## src/rtl/pulse_meter_pkg.sv

```systemverilog
// Shared types and constants for the multi-channel pulse/period meter.
package pulse_meter_pkg;

  typedef enum logic {
    IDLE  = 1'b0,
    COUNT = 1'b1
  } meter_state_e;

  localparam logic MODE_HIGH   = 1'b0;
  localparam logic MODE_PERIOD = 1'b1;

  localparam int DEF_CNT_W = 16;

endpackage

```

## src/rtl/pulse_meter_ch.sv

```systemverilog
// One measurement channel: edge detect, IDLE/COUNT FSM, saturating counter,
// result capture and valid/ack handshake with overrun tracking.
module pulse_meter_ch
  import pulse_meter_pkg::*;
#(
  parameter int CNT_W = DEF_CNT_W
) (
  input  logic             clk,
  input  logic             rst,
  input  logic             en,
  input  logic             mode,
  input  logic             mode_chg,
  input  logic             in_sig,
  input  logic             ack,
  output logic [CNT_W-1:0] duration,
  output logic             valid,
  output logic             ovf,
  output logic             overrun
);

  localparam logic [CNT_W-1:0] CNT_MAX = '1;

  meter_state_e     state_q, state_d;
  logic [CNT_W-1:0] cnt_q, cnt_d, cnt_inc;
  logic [CNT_W-1:0] dur_q, dur_d;
  logic             prev_q, prev_d;
  logic             valid_q, valid_d;
  logic             ovf_q, ovf_d;
  logic             overrun_q, overrun_d;
  logic             rise, fall, capture;

  // Edge detect and measurement FSM
  always_comb begin
    prev_d  = in_sig;
    rise    = ~prev_q & in_sig;
    fall    = prev_q & ~in_sig;
    cnt_inc = (cnt_q == CNT_MAX) ? cnt_q : cnt_q + 1'b1;
    state_d = state_q;
    cnt_d   = cnt_q;
    capture = 1'b0;
    if (!en || mode_chg) begin
      state_d = IDLE;
      cnt_d   = '0;
    end else begin
      case (state_q)
        IDLE: begin
          if (rise) begin
            state_d = COUNT;
            cnt_d   = CNT_W'(1);
          end
        end
        COUNT: begin
          if (mode == MODE_PERIOD) begin
            if (rise) begin
              capture = 1'b1;
              cnt_d   = CNT_W'(1);
            end else begin
              cnt_d = cnt_inc;
            end
          end else if (fall) begin
            capture = 1'b1;
            state_d = IDLE;
            cnt_d   = '0;
          end else if (in_sig) begin
            cnt_d = cnt_inc;
          end
        end
        default: begin
          state_d = IDLE;
          cnt_d   = '0;
        end
      endcase
    end
  end

  // Result register and handshake; a capture always wins over a plain ack
  always_comb begin
    dur_d     = dur_q;
    valid_d   = valid_q;
    ovf_d     = ovf_q;
    overrun_d = overrun_q;
    if (capture) begin
      dur_d   = cnt_q;
      valid_d = 1'b1;
      ovf_d   = (cnt_q == CNT_MAX);
      if (ack)          overrun_d = 1'b0;
      else if (valid_q) overrun_d = 1'b1;
    end else if (ack && valid_q) begin
      valid_d   = 1'b0;
      overrun_d = 1'b0;
    end
  end

  // History resets high so a level already high at reset is not a rise
  always_ff @(posedge clk) begin
    if (rst) begin
      prev_q    <= 1'b1;
      state_q   <= IDLE;
      cnt_q     <= '0;
      dur_q     <= '0;
      valid_q   <= 1'b0;
      ovf_q     <= 1'b0;
      overrun_q <= 1'b0;
    end else begin
      prev_q    <= prev_d;
      state_q   <= state_d;
      cnt_q     <= cnt_d;
      dur_q     <= dur_d;
      valid_q   <= valid_d;
      ovf_q     <= ovf_d;
      overrun_q <= overrun_d;
    end
  end

  assign duration = dur_q;
  assign valid    = valid_q;
  assign ovf      = ovf_q;
  assign overrun  = overrun_q;

endmodule

```

## src/rtl/pulse_period_meter.sv

```systemverilog
// Multi-channel high-time / period meter top. Optional input synchroniser
// enabled by defining SYNC_INPUT_EN (adds 2 RefClk cycles of latency).
module pulse_period_meter
  import pulse_meter_pkg::*;
#(
  parameter int CH    = 2,
  parameter int CNT_W = DEF_CNT_W
) (
  input  logic                RefClk,
  input  logic                rst,
  input  logic                en,
  input  logic                mode,
  input  logic [CH-1:0]       InFreq,
  input  logic [CH-1:0]       ack,
  output logic [CH*CNT_W-1:0] duration,
  output logic [CH-1:0]       valid,
  output logic [CH-1:0]       ovf,
  output logic [CH-1:0]       overrun
);

  logic          mode_q, mode_d;
  logic          mode_chg;
  logic [CH-1:0] in_s;

  always_comb begin
    mode_d   = mode;
    mode_chg = (mode != mode_q);
  end

  always_ff @(posedge RefClk) begin
    if (rst) mode_q <= MODE_HIGH;
    else     mode_q <= mode_d;
  end

`ifdef SYNC_INPUT_EN
  logic [CH-1:0] sync1_q, sync1_d;
  logic [CH-1:0] sync2_q, sync2_d;

  always_comb begin
    sync1_d = InFreq;
    sync2_d = sync1_q;
  end

  // Reset high to match the edge-detect history and avoid a false rise
  always_ff @(posedge RefClk) begin
    if (rst) begin
      sync1_q <= '1;
      sync2_q <= '1;
    end else begin
      sync1_q <= sync1_d;
      sync2_q <= sync2_d;
    end
  end

  assign in_s = sync2_q;
`else
  assign in_s = InFreq;
`endif

  for (genvar gi = 0; gi < CH; gi++) begin : g_ch
    pulse_meter_ch #(
      .CNT_W(CNT_W)
    ) u_ch (
      .clk      (RefClk),
      .rst      (rst),
      .en       (en),
      .mode     (mode),
      .mode_chg (mode_chg),
      .in_sig   (in_s[gi]),
      .ack      (ack[gi]),
      .duration (duration[gi*CNT_W +: CNT_W]),
      .valid    (valid[gi]),
      .ovf      (ovf[gi]),
      .overrun  (overrun[gi])
    );
  end

endmodule

```

## config.mk

```make
export PLATFORM = sky130hd
export DESIGN_NAME = pulse_period_meter
export DESIGN_NICKNAME = d
export VERILOG_FILES = /design/src/rtl/pulse_meter_pkg.sv /design/src/rtl/pulse_meter_ch.sv /design/src/rtl/pulse_period_meter.sv
export SDC_FILE = /design/constraint.sdc
export NUM_CORES = 1
export LEC_CHECK = 0
export CORE_ASPECT_RATIO = 1.25
export CORE_MARGIN = 10
export CORE_UTILIZATION = 40
export CTS_CLUSTER_SIZE = 10
export DETAILED_ROUTE_END_ITERATION = 12
export GPL_TIMING_DRIVEN = 1
export SYNTH_ARGS = -nofsm -noshare
export SYNTH_HDL_FRONTEND = slang
export SYNTH_SLANG_ARGS = --single-unit
```

## constraint.sdc

```tcl
create_clock -name RefClk -period 1.85 [get_ports RefClk]
set_clock_uncertainty 0.15 [all_clocks]
set_input_delay 0.185 -clock RefClk [delete_from_list [all_inputs] [get_ports RefClk]]
set_output_delay 0.185 -clock RefClk [all_outputs]
set_load 0.005 [all_outputs]
```

## Yosys cells after proc, flatten, opt, wreduce, memory -nomap -nowiden

Index checks and enable logic that the tools add are counted.

| storage, ports and cells | value |
|---|---|
| logic and storage cells | 87 |
| output and inout port bits | 38 |
| bits of input ports | 8 |
| register bits | 75 |

| operators by class | value |
|---|---|
| equality and inequality tests | 9 |
| reduce and logical (&&, ||, !) cells | 11 |
| add/sub/neg operators | 2 |
| bitwise operators | 10 |
| multiplexer cells | 40 |

Operators with widths:

| kind | count |
|---|---|
| 16-bit two-way mux | 12 |
| 16-bit case mux with 2 select lines | 2 |
| 16-bit by 1-bit adder with 16-bit output (second input constant) | 2 |
| 16-bit equality test (second input constant) | 2 |
| 1-bit two-way mux | 24 |
| 4-bit inequality test (second input constant) | 2 |
| 2-bit AND reduction | 4 |
| 3-bit by 2-bit inequality test with 1-bit output (second input constant) | 2 |
| 1-bit NOT | 6 |
| 1-bit AND | 4 |
| 2-bit by 1-bit inequality test with 1-bit output (second input constant) | 2 |
| 1-bit case mux with 2 select lines | 2 |
| 2-bit nonzero test | 2 |
| 1-bit logical AND | 2 |
| 2-bit OR reduction | 1 |
| 1-bit logical NOT | 1 |
| 1-bit logical OR | 1 |
| 1-bit inequality test | 1 |

## Depth between registers and ports, before layout

| logic depth | value |
|---|---|
| word-level depth | 8 |
| depth in mapped cells | 7 |
| mapped depth without buffers | 5 |

## Cells and area by module

From an unflattened synthesis, not the netlist that was laid out.

| unflattened totals | value |
|---|---|
| cells, all modules | 413 |
| area total of the unflattened synthesis | 3595.9 um^2 |

By module, submodules not included:

| module | seq. area each (um^2) | times used | cells each | area an instance (um^2) |
|---|---|---|---|---|
| pulse_meter_ch | 740.7 | 2 | 205 | 1780.5 |
| pulse_period_meter | 20.0 | 1 | 3 | 35.0 |

## Least setup slack after synthesis

Ideal clock, no wire load.

| timing path | value |
|---|---|
| kind | register to register |
| start | register g_ch[0].u_ch.cnt_q[0] |
| end | register g_ch[0].u_ch.cnt_q[12] |
| period minus slack after synthesis | 1.819 ns |
| path buffers | 0 |
| path slack | 0.031 ns |
| setup time | 0.071 ns |
| data required time | 1.629 ns |
| data arrival time | 1.598 ns |
| cell stages (with the launch flop) | 6 |
| path through | dfxtp_1 > ha_1 > nand4_1 > or3_1 > or3_1 > a21oi_1 |

| between the ends | value |
|---|---|
| word-level cells in the longest chain between the ends | 6 |
| elaborated cells on any way between the ends | 8 |
| those cells by class | 1 x add/sub; 1 x eq/ne; 6 x mux |

RTL lines:

| element | line | text |
|---|---|---|
| start: declaration | pulse_meter_ch.sv:24 | `logic [CNT_W-1:0] cnt_q, cnt_d, cnt_inc;` |
| start signal: assignment | pulse_meter_ch.sv:107 | `cnt_q <= cnt_d;` |
| 16-bit by 1-bit adder with 16-bit output / 16-bit equality test (equally long branches) | pulse_meter_ch.sv:37 | `cnt_inc = (cnt_q == CNT_MAX) ? cnt_q : cnt_q + 1'b1;` |
| 16-bit two-way mux * | pulse_meter_ch.sv:37 |  |
| 16-bit two-way mux | pulse_meter_ch.sv:64 | `end else if (in_sig) begin` |
| 16-bit two-way mux | pulse_meter_ch.sv:60 | `end else if (fall) begin` |
| 16-bit two-way mux * | pulse_meter_ch.sv:53 | `if (mode == MODE_PERIOD) begin` |
| 16-bit case mux with 2 select lines * | pulse_meter_ch.sv:45 | `case (state_q)` |

Mark *: on every way between the ends. The rest lies on a longest branch, timed or not. The select of a mux whose other input is x is not followed.
A chain may end at the register's enable or synchronous reset.

## Final worst setup path

| timing path | value |
|---|---|
| start | register g_ch[0].u_ch.prev_q |
| end | register g_ch[0].u_ch.overrun_q |

| between the ends | value |
|---|---|
| word-level cells in the longest chain between the ends | 8 |
| elaborated cells on any way between the ends | 12 |
| those cells by class | 1 x eq/ne; 6 x mux; 3 x bitwise; 2 x reduce/logical |

RTL lines:

| element | line | text |
|---|---|---|
| start: declaration | pulse_meter_ch.sv:26 | `logic prev_q, prev_d;` |
| start signal: assignment | pulse_meter_ch.sv:105 | `prev_q <= prev_d;` |
| 1-bit NOT | pulse_meter_ch.sv:35 | `rise = ~prev_q & in_sig;` |
| 1-bit AND | pulse_meter_ch.sv:35 |  |
| 1-bit two-way mux | pulse_meter_ch.sv:54 | `if (rise) begin` |
| 1-bit two-way mux * | pulse_meter_ch.sv:53 |  |
| 1-bit two-way mux * | pulse_meter_ch.sv:45 |  |
| 1-bit two-way mux * | pulse_meter_ch.sv:41 | `if (!en \|\| mode_chg) begin` |
| 3-bit by 2-bit inequality test with 1-bit output (no source line) / 2-bit nonzero test (equally long branches) | n/a |  |
| 2-bit AND reduction (no source line) | n/a |  |
| end signal: assignment | pulse_meter_ch.sv:111 | `overrun_q <= overrun_d;` |
| end: declaration | pulse_meter_ch.sv:29 | `logic overrun_q, overrun_d;` |

Mark *: on every way between the ends. The rest lies on a longest branch, timed or not.

==> results.md <==
* Crit. End Element: flip-flop
* Slew @ Worst Pin at 0.5287 ns
* Area Overhead vs Synth at 44.39%
* Period minus WS final at about 1.9 ns
* Synth area leaders: dfxtp_1 (41%), mux2i_1 (11%), nor2_1 (4.3%)
* CTS tree: built
* Yosys warns at 0
* Placer Congestion at roughly 0.83
* Total power at about 3.6 mW
* Power per Cell Area at 677.0 nW/um^2
* DR iter-0 viols at slightly below 100
* Critical path, cell by cell: or4b_4 -> a21oi_4 -> buf_12 -> o21ai_2 -> a32o_1
* Setup ws final at -0.007311 ns
* Top FF cell, synth: dfxtp_1
* Vias per cell at roughly 5.5
* Period Utilization, post-route at 100.4%
* Post-synth top cells: dfxtp_1 (75), nor2_1 (42), mux2i_1 (39)
* CTS H-Tree Depth at 3
* GRT Resource Usage Total at between 10% and 20%
* WP data required at 1.93 ns
* Worst r2r src: g_ch[0].u_ch.prev_q
* CP max stage cell: or4b_4
* Clock Tree Root: clkbuf_16
* Max Root-Sink Buffers at 2
* Count of cell types in the netlist at 56
* Leak at about 1.8 nW
* Fin. max-slew vios at 0
* N_diodes at 0
* EDFF count, synth at 0
* Horiz. Die Dim at 105.8 um
* Routed wire length at 10590 um
* CP peak stage delay at about 0.48 ns
* Flops & latches, synth at 75
* Status: finished with violations
* Row count at 39
* Initial antenna violation count at 0
* Clock transition at path regs at roughly 0.06 ns
* Register area share after synthesis at 40.79%
* Core area at ~9100 um^2
* Vias in the first global route at 3312
* Fill cell count at 840
* Final hold violations at 0
* Ratio of cells with drive above 1 in the final layout at about 28%
* Avg WL per Cell at roughly 17 um
* Fmax at between 500 and 600 MHz
* Cell Area, Synth at between 3000 and 4000 um^2
* Clock latency on the worst-skew pair at between 0.3 and 0.4 ns
* Failing checks: setup timing
* Detail Route Antenna Nets at 0
* Max IR drop VDD at ~0.54 mV
* Vias at 3529
* Critical path type: reg2reg
* Slew Limit Headroom at between 60% and 70%
* Mapped Avg Cell Area at around 9.1 um^2
* Syn Inst Count at approximately 410
* NumNets Final at 523
* R2R cell count at 5
* Initial core utilization at 40.56%
* Syn_nets at about 420
* Die area at ~13000 um^2
* Largest net degree at the start of global routing at 26
* GRT overflow at 0
* Die Span Y at 127.3 um
* Startpoint Class: flip-flop
* Hold path endpoint: g_ch[0].u_ch.prev_q
* Max Cap Viol at 0
* Post-DP Area at 4661 um^2
* Utilization after layout at around three fifths
* HP Start: InFreq[0]
* Area fraction of the dominant cell type after synthesis at approximately 40%
* Port bufs at 45
* Final Cell Area at around 5300 um^2
* Top-count cell post-synth: dfxtp_1
* CP Max Fanout at 10
* DR pass1 iterations at 5
* Post-DP HPWL at roughly 7300 um
* Hold buffer count at cts at 0
* Hold Path Stages at 2
* Post-route DRC at 0
* Dpl cells at between 600 and 700
* Clock sinks at 75
* CP arrival at roughly 1.9 ns
* Reg2reg setup slack at -0.007 ns
* Fraction of registers with async set/reset at 0%
* First-pass GRT wire length at 16150 um
* Worst Hold Class: in2reg
* Fin cells at between 600 and 700
* CTS buffer count at 9
* Final Setup Violations at 2
* I/O pins at 46
* Yosys top cell by area: dfxtp_1
* RSZ-0062 raised after global routing: yes
* Worst reg2reg endpoint: g_ch[0].u_ch.overrun
==> power by group <==
part / internal (mW) / switching (mW)
Clock: 1.09 / 0.704
Sequential: 1.62 / 0.00377
Combinational: 0.0798 / 0.102
==> how the worst max path moves through the flow <==
stage                                     start                       end  depth (start not counted)
final                       g_ch[0].u_ch.prev_q      g_ch[0].u_ch.overrun                          5
after global routing                     mode_q  g_ch[1].u_ch.duration[8]                          6
after CTS                             InFreq[1]      g_ch[1].u_ch.overrun                          6
after detailed placement                   mode      g_ch[1].u_ch.overrun                          6
after global placement                     mode      g_ch[0].u_ch.overrun                          6
after floorplan           g_ch[0].u_ch.cnt_q[0]    g_ch[0].u_ch.cnt_q[12]                          5
==> cell type report <==
class | instances | area, um^2 | share of cell area (%)
clock inverter | 5 | 60.06 | 1.130
multi-input combinational | 291 | 2121 | 39.90
timing repair buffer | 126 | 1186 | 22.32
inverter | 10 | 37.54 | 0.7062
sequential | 75 | 1514 | 28.48
tap | 123 | 153.9 | 2.895
clock buffer | 11 | 242.7 | 4.567
==> metal layers <==
layer / vias to the layer above / wire length [um] / track usage, %
li1: 1720 / - / -
met1: 1711 / 4058 / 14.95
met2: 81 / 5778 / 27.00
met3: 17 / 500 / 4.024
met4: 0 / 251 / 7.342
met5: - / 0 / 0
==> worst max-delay path: cells and delay by family (launching register included) <==
| kind | cells | cell delay (ns) |
|---|---|---|
| compound gates | 3 | 0.56 |
| simple gates | 1 | 0.48 |
| flops | 1 | 0.35 |
| buf+inv | 1 | 0.19 |
==> what timing repair did <==
item | in CTS | in global routing
cloned | 1 | 3
pin swaps | 4 | 16
gates resized for setup | 8 | 38
setup endpoints to repair | 41 | 31
setup buffers | 1 | 8
==> metrics by stage <==
step	setup TNS [ns]	setup slack (ns)	hold WS [ns]
floorplan	0	0.03081	0.1667
global placement	-21.75	-0.3963	0.3216
detailed placement	-23.90	-0.4218	0.3315
CTS	-0.02472	-0.02472	0.3451
global route	-1.141	-0.06822	0.01168
finish	-0.008037	-0.007311	0.004210
==> cells in the final DEF, fill, tap and decap left out, types with 10 or more instances in the layout <==
cell and instances:
buf_4 72, a21oi_1 21, inv_1 10, o31ai_1 12
dfxtp_1 65, clkbuf_16 12, dfxtp_2 10, nand2_1 19
mux2i_1 39, nor2_1 41, clkdlybuf4s50_1 43, nand4_1 10
or4_1 10
==> logic make-up after synthesis <==
family	share of synthesized area [%]
and+or+nand+nor	24.95
xor gates and xnor gates	1.428
muxes	10.60
buffers and inverters	5.710
AOI/OAI and AO/OA	15.84
adders and majority gates	0.6797
DFF	40.79
==> sequential cells by signal, summed over array words and instances, names as in the netlist <==
name and count:
g_ch.u_ch.valid 2, g_ch.u_ch.ovf 2, g_ch.u_ch.duration 32, g_ch.u_ch.overrun 2
g_ch.u_ch.prev_q 2, g_ch.u_ch.state_q 2, mode_q 1, g_ch.u_ch.cnt_q 32
Note: power is estimated with default switching activity, not from simulation.
==> RTL edit 1 (same flow settings) <==
The option `SYNC_INPUT_EN` is turned on by a define.
--- a/src/rtl/pulse_period_meter.sv
+++ b/src/rtl/pulse_period_meter.sv
@@ -1,5 +1,7 @@
 // Multi-channel high-time / period meter top. Optional input synchroniser
 // enabled by defining SYNC_INPUT_EN (adds 2 RefClk cycles of latency).
+`define SYNC_INPUT_EN
+
 module pulse_period_meter
   import pulse_meter_pkg::*;
 #(
Function: changed (Yosys sat finds a counterexample within 4 cycles, from zero or initial values and one cycle with rst high).
==> RTL edit 1 against the original RTL <==
  * Power rose by 7.9%
  * Sequential cell count rose by 4
  * Cell area rose by 1.6%
  * Wire length fell by 11%
  * Sequential share of layout area rose by 1.2 points
  * Die area rose by 1.3%
  * Synthesized area rose by 1.5%
  * Hold slack improved by 250 ps
  * Setup slack improved by 48 ps
  * Synthesized cell count rose by 1.7%
  * Combinational power fell by 19%
  * Final cell count rose by 1.6%
  * Sequential power rose by 6%
  * Critical path type unchanged
  * Largest cell class unchanged
  * Largest power group unchanged
==> RTL edit 1: results (changes against the original RTL) <==
* Final nets at 533 (+1.9%)
* Drt wl/cell at 14.45 um (-13%)
* Port bufs at 45 (unchanged)
* Commonest cells post-synth: 79 x dfxtp_1, 45 x nor2_1, 39 x mux2i_1
* Slew @ Worst Pin at 522.5 ps (-6.186 ps)
* Met2 Use GR at 25.55% (-1.5 points)
* Psw at 751.0 uW (-7.2%)
* Largest net degree at the start of global routing at 47 (+81%)
* XOR/XNOR Fraction of Synth Area at 1.172% (-0.26 points)
* Yosys synthesis warning count at 0 (unchanged)
* Maximum vdd drop at 463.3 uV (-15%)
* Outcome: complete, no violations
* Worst hold-check path type: register to register
* Post-synthesis sequential area ratio at 42.32% (+1.5 points)
* Critical Path Fanout Max at 6 (-4)
* Critical Path AT at 1880 ps (-60 ps)
* CTS root buf: clkbuf_16
* Total track usage at 14.04% (-0.68 points)
* Area share of fa/ha/maj cells after synthesis at 0.6696% (-0.010 points)
* H-tree Lvls at 3 (unchanged)
* DRT Pass-1 Iters at 4 (-1)
* Synthesized Nets at 423 (+1.7%)
* Yosys cell types at 54 (-3.6%)
* Worst-Skew Late Latency at 330 ps
* Area after DPL at 4842 sq um (+3.9%)
* Starting DRT DRC Count at 71 (-28%)
* Mux contribution to synthesized area at 10.45% (-0.16 points)
* Ratio of cells with drive above 1 in the final layout at 29.17% (+0.98 points)
* Via density at 5.306 (-3.6%)
* Clock transition at path regs at 60 ps (about the same)
* First-pass GRT wire length at 15720 um (-2.7%)
* Num CTS Buffers at 9 (unchanged)
* Pleak at 0.001893 uW (+5.3%)
* Post-synthesis compound-gate area fraction at 15.33% (-0.51 points)
* GRT met1 Usage at 15.00% (+0.050 points)
* Post-detail-place hpwl at 6851 um (-5.7%)
* Synth top area cells: dfxtp_1 42%, mux2i_1 10%, nor2_1 4.5%
* RePlAce Congestion at 0.7911 (-4.2%)
* Vias in the first global route at 3317 (+0.15%)
* Top_reg_cell synth: dfxtp_1
==> RTL edit 1: final cells by class <==
| type | instances | area (sq um) |
|---|---|---|
| Clock buffer | 13 | 250.2 |
| Clock inverter | 3 | 90.09 |
| Fill cell | 815 | 3726 |
| Inverter | 6 | 22.52 |
| Multi-Input combinational cell | 294 | 2125 |
| Sequential cell | 79 | 1604 |
| Tap cell | 123 | 153.9 |
| Timing Repair Buffer | 133 | 1154 |
==> RTL edit 1: cells by family (layout without fill, tap and decap cells) <==
| logic type | after synthesis | count (layout) |
|---|---|---|
| AND/OR/NAND/NOR | 163 | 163 |
| XOR/XNOR | 5 | 5 |
| buffers and inverters | 40 | 155 |
| AO/OA/AOI/OAI | 85 | 85 |
| multiplexers | 39 | 39 |
| flip-flops | 79 | 79 |
| adder cells (fa/ha/maj) | 2 | 2 |
==> RTL edit 1: path summary, 6_finish.rpt <==
| check | end | depth (start not counted) | start | slack (ps) |
|---|---|---|---|---|
| max | g_ch[1].u_ch.cnt_q[10]$_SDFFE_PP0P_ | 6 | g_ch[1].u_ch.cnt_q[5]$_SDFFE_PP0P_ | 40 |
| max reg2reg | g_ch[1].u_ch.cnt_q[10]$_SDFFE_PP0P_ | 6 | g_ch[1].u_ch.cnt_q[5]$_SDFFE_PP0P_ | 40 |
| min | in_s[0]$_SDFF_PP1_ | 1 | sync1_q[0]$_SDFF_PP1_ | 260 |
| min reg2reg | in_s[0]$_SDFF_PP1_ | 1 | sync1_q[0]$_SDFF_PP1_ | 260 |
==> RTL edit 1: per-stage QoR <==
stage	cells	power, uW	setup slack [ps]	utilization (%)	hold slack [ps]
2_1_floorplan	413	1821	-8.081	-	138.8
3_3_place_gp	630	1891	-335.0	53.06	245.1
3_5_place_dp	630	1893	-397.4	53.06	244.1
4_1_cts	646	3928	10.36	56.92	257.5
5_1_grt	651	4010	-40.08	59.17	263.0
6_report	651	3881	40.35	59.17	257.0
==> RTL edit 1: repair_timing <==
action	4_1_cts	5_1_grt
gates cloned	0	1
setup buffers	0	4
endpoints found under the setup margin	16	50
resized for setup	5	49
pin swaps	1	12
==> RTL edit 1: power by group through the flow <==
stage	combinational, uW	clock [uW]	sequential [uW]
2_1_floorplan	72.3	0	1750
3_3_place_gp	141	0	1750
3_5_place_dp	143	0	1750
4_1_cts	143	2070	1710
5_1_grt	163	2140	1710
6_report	148	2020	1710
==> RTL edit 1: metal layers <==
layer / routed length (um) / part of all wire, % / vias up
li1: - / - / 1746
met1: 3869 / 41 / 1640
met2: 5002 / 53 / 54
met3: 397 / 4.2 / 14
met4: 136 / 1.4 / 0
met5: 0 / 0 / -
==> RTL edit 1: critical path, cell delays in order, from the launching register on <==
cell and delay [ps]:
dfxtp_2 360, nand4_4 120, buf_6 140, nor4_4 380, buf_4 220, and4b_1 220, mux2i_1 120
==> RTL edit 2 (config.mk and constraints unchanged) <==
Made on the original files. Add an input register stage for `mode`, cleared by the reset; this delays it by one clock. The other inputs are not delayed to match.
--- a/src/rtl/pulse_period_meter.sv
+++ b/src/rtl/pulse_period_meter.sv
@@ -18,13 +18,23 @@
   output logic [CH-1:0]       overrun
 );
 
+  logic mode_r;
+
+  always_ff @(posedge RefClk) begin
+    if (rst) begin
+      mode_r <= '0;
+    end else begin
+      mode_r <= mode;
+    end
+  end
+
   logic          mode_q, mode_d;
   logic          mode_chg;
   logic [CH-1:0] in_s;
 
   always_comb begin
-    mode_d   = mode;
-    mode_chg = (mode != mode_q);
+    mode_d   = mode_r;
+    mode_chg = (mode_r != mode_q);
   end
 
   always_ff @(posedge RefClk) begin
@@ -64,7 +74,7 @@
       .clk      (RefClk),
       .rst      (rst),
       .en       (en),
-      .mode     (mode),
+      .mode     (mode_r),
       .mode_chg (mode_chg),
       .in_sig   (in_s[gi]),
       .ack      (ack[gi]),
Check against the original RTL: not equivalent (Yosys sat finds a counterexample within 4 cycles, from zero or initial values and one cycle with rst high).
==> RTL edit 2 against the original RTL <==
  * The run still ends with negative setup slack left
  * Hold slack better by 230 ps
  * Sequential cell count is 1 higher
  * Setup slack worse by 28 ps
  * Power is 17% lower
  * First-iteration DRC count is 1.0% higher
  * Sequential share of layout area is 1.9 points higher
  * Synthesized area is 3.8% lower
  * Cell area is 4.1% lower
  * Maximum frequency is 1.5% lower
  * Wire length is 13% lower
  * Via count is 6.4% lower
==> RTL edit 2: results (changes against the original RTL) <==
* Pre-CTS setup slack at -259.6 ps (+162.3 ps)
* Fillers at 780 (-7.1%)
* Hold_sp: mode
* Final setup TNS at -94.18 ps (-86.14 ps)
* Area after DPL at 4707 sq um (+0.99%)
* Met3 Use GR at 4.162% (+0.14 points)
* Reg2reg end: g_ch[1].u_ch.cnt_q[10]$_SDFFE_PP0P_
* GRT met1 Usage at 14.43% (-0.52 points)
* CTS root buf: clkbuf_8
* Outcome: finished, violations left
* Maximum vdd drop at 395.1 uV (-27%)
* DRT Pass-1 Iters at 4 (-1)
* First-pass GRT wire length at 15950 um (-1.2%)
* Drt wl/cell at 14.36 um (-13%)
* Final WS setup at -34.93 ps (-27.62 ps)
* Worst Hold End: mode_d$_SDFF_PP0_
* Slew @ Worst Pin at 451.8 ps (-76.87 ps)
* Met2 Use GR at 27.95% (+0.95 points)
* Area share of fa/ha/maj cells after synthesis at 0.7067% (+0.027 points)
* FF-to-FF Start: g_ch[1].u_ch.cnt_q[0]$_SDFFE_PP0P_
* Total track usage at 14.51% (-0.21 points)
* Sequential group share of total power at 55.3% (+10 points)
* Critical Path Fanout Max at 5 (-5)
* Vias in the first global route at 3380 (+2.1%)
* Post-synthesis sequential area ratio at 42.97% (+2.2 points)
* XOR/XNOR Fraction of Synth Area at 4.452% (+3.0 points)
* Starting DRT DRC Count at 100 (+1.0%)
* Final nets at 530 (+1.3%)
* Critical path's slowest cell: or4_2
* Synth top area cells: dfxtp_1 43%, mux2i_1 9.9%, nor2_1 6.4%
* Pleak at 0.001809 uW (+0.63%)
* Critical Path AT at 2010 ps (+70 ps)
* RePlAce Congestion at 0.8631 (+4.5%)
* Reg2Reg Depth at 7 (+2)
* Failing checks: negative setup slack
* Synthesized Nets at 411 (-1.2%)
* Commonest cells post-synth: 76 x dfxtp_1, 60 x nor2_1, 35 x mux2i_1
* Sw Share at 25.27% (+2.8 points)
* Final setup fails at 4 (+2)
* Worst hold margin at 237.9 ps (+233.7 ps)
* Largest incremental delay on the critical path at 550 ps (+70 ps)
-- RTL edit 2: critical path, delay by kind of cell (launching register included) --
| family | cells | cell delay [ps] |
|---|---|---|
| and+or+nand+nor | 3 | 790 |
| AOI/OAI and AO/OA | 2 | 210 |
| DFF | 1 | 340 |
| buffers and inverters | 1 | 170 |
| adders and majority gates | 1 | 160 |
-- RTL edit 2: layout make-up --
| type | count | area (sq um) | share of cell area [%] |
|---|---|---|---|
| Clock inverter | 6 | 48.80 | 0.9578 |
| Clock buffer | 10 | 127.6 | 2.505 |
| Tap cell | 120 | 150.1 | 2.947 |
| Inverter | 7 | 26.28 | 0.5157 |
| Sequential cell | 76 | 1550 | 30.43 |
| Multi-Input combinational cell | 290 | 2022 | 39.69 |
| Timing Repair Buffer | 136 | 1170 | 22.96 |
-- RTL edit 2: metal layers --
layer | part of all wire [%] | wire length (um) | up-vias
met1 | 41 | 3756 | 1581
met5 | 0 | 0 | -
met2 | 54 | 5019 | 51
met3 | 3.3 | 306 | 9
met4 | 2.0 | 181 | 0
li1 | - | - | 1661
-- RTL edit 2: logic make-up after synthesis --
group                    after synthesis
flip-flops                            76
AO/OA/AOI/OAI                         64
XOR/XNOR                              18
AND/OR/NAND/NOR                      171
adder cells (fa/ha/maj)                2
buffers and inverters                 35
multiplexers                          35
-- RTL edit 2: timing repair --
item / in CTS / in global routing
setup buffers: 3 / 2
resized for setup: 16 / 30
endpoints found under the setup margin: 35 / 57
pin swaps: 10 / 16
-- RTL edit 2: metrics by stage --
stage,power (uW),cells
floorplan,1771,401
CTS,3023,643
detailed placement,1851,624
global route,3124,645
finish,2978,645
global placement,1847,624
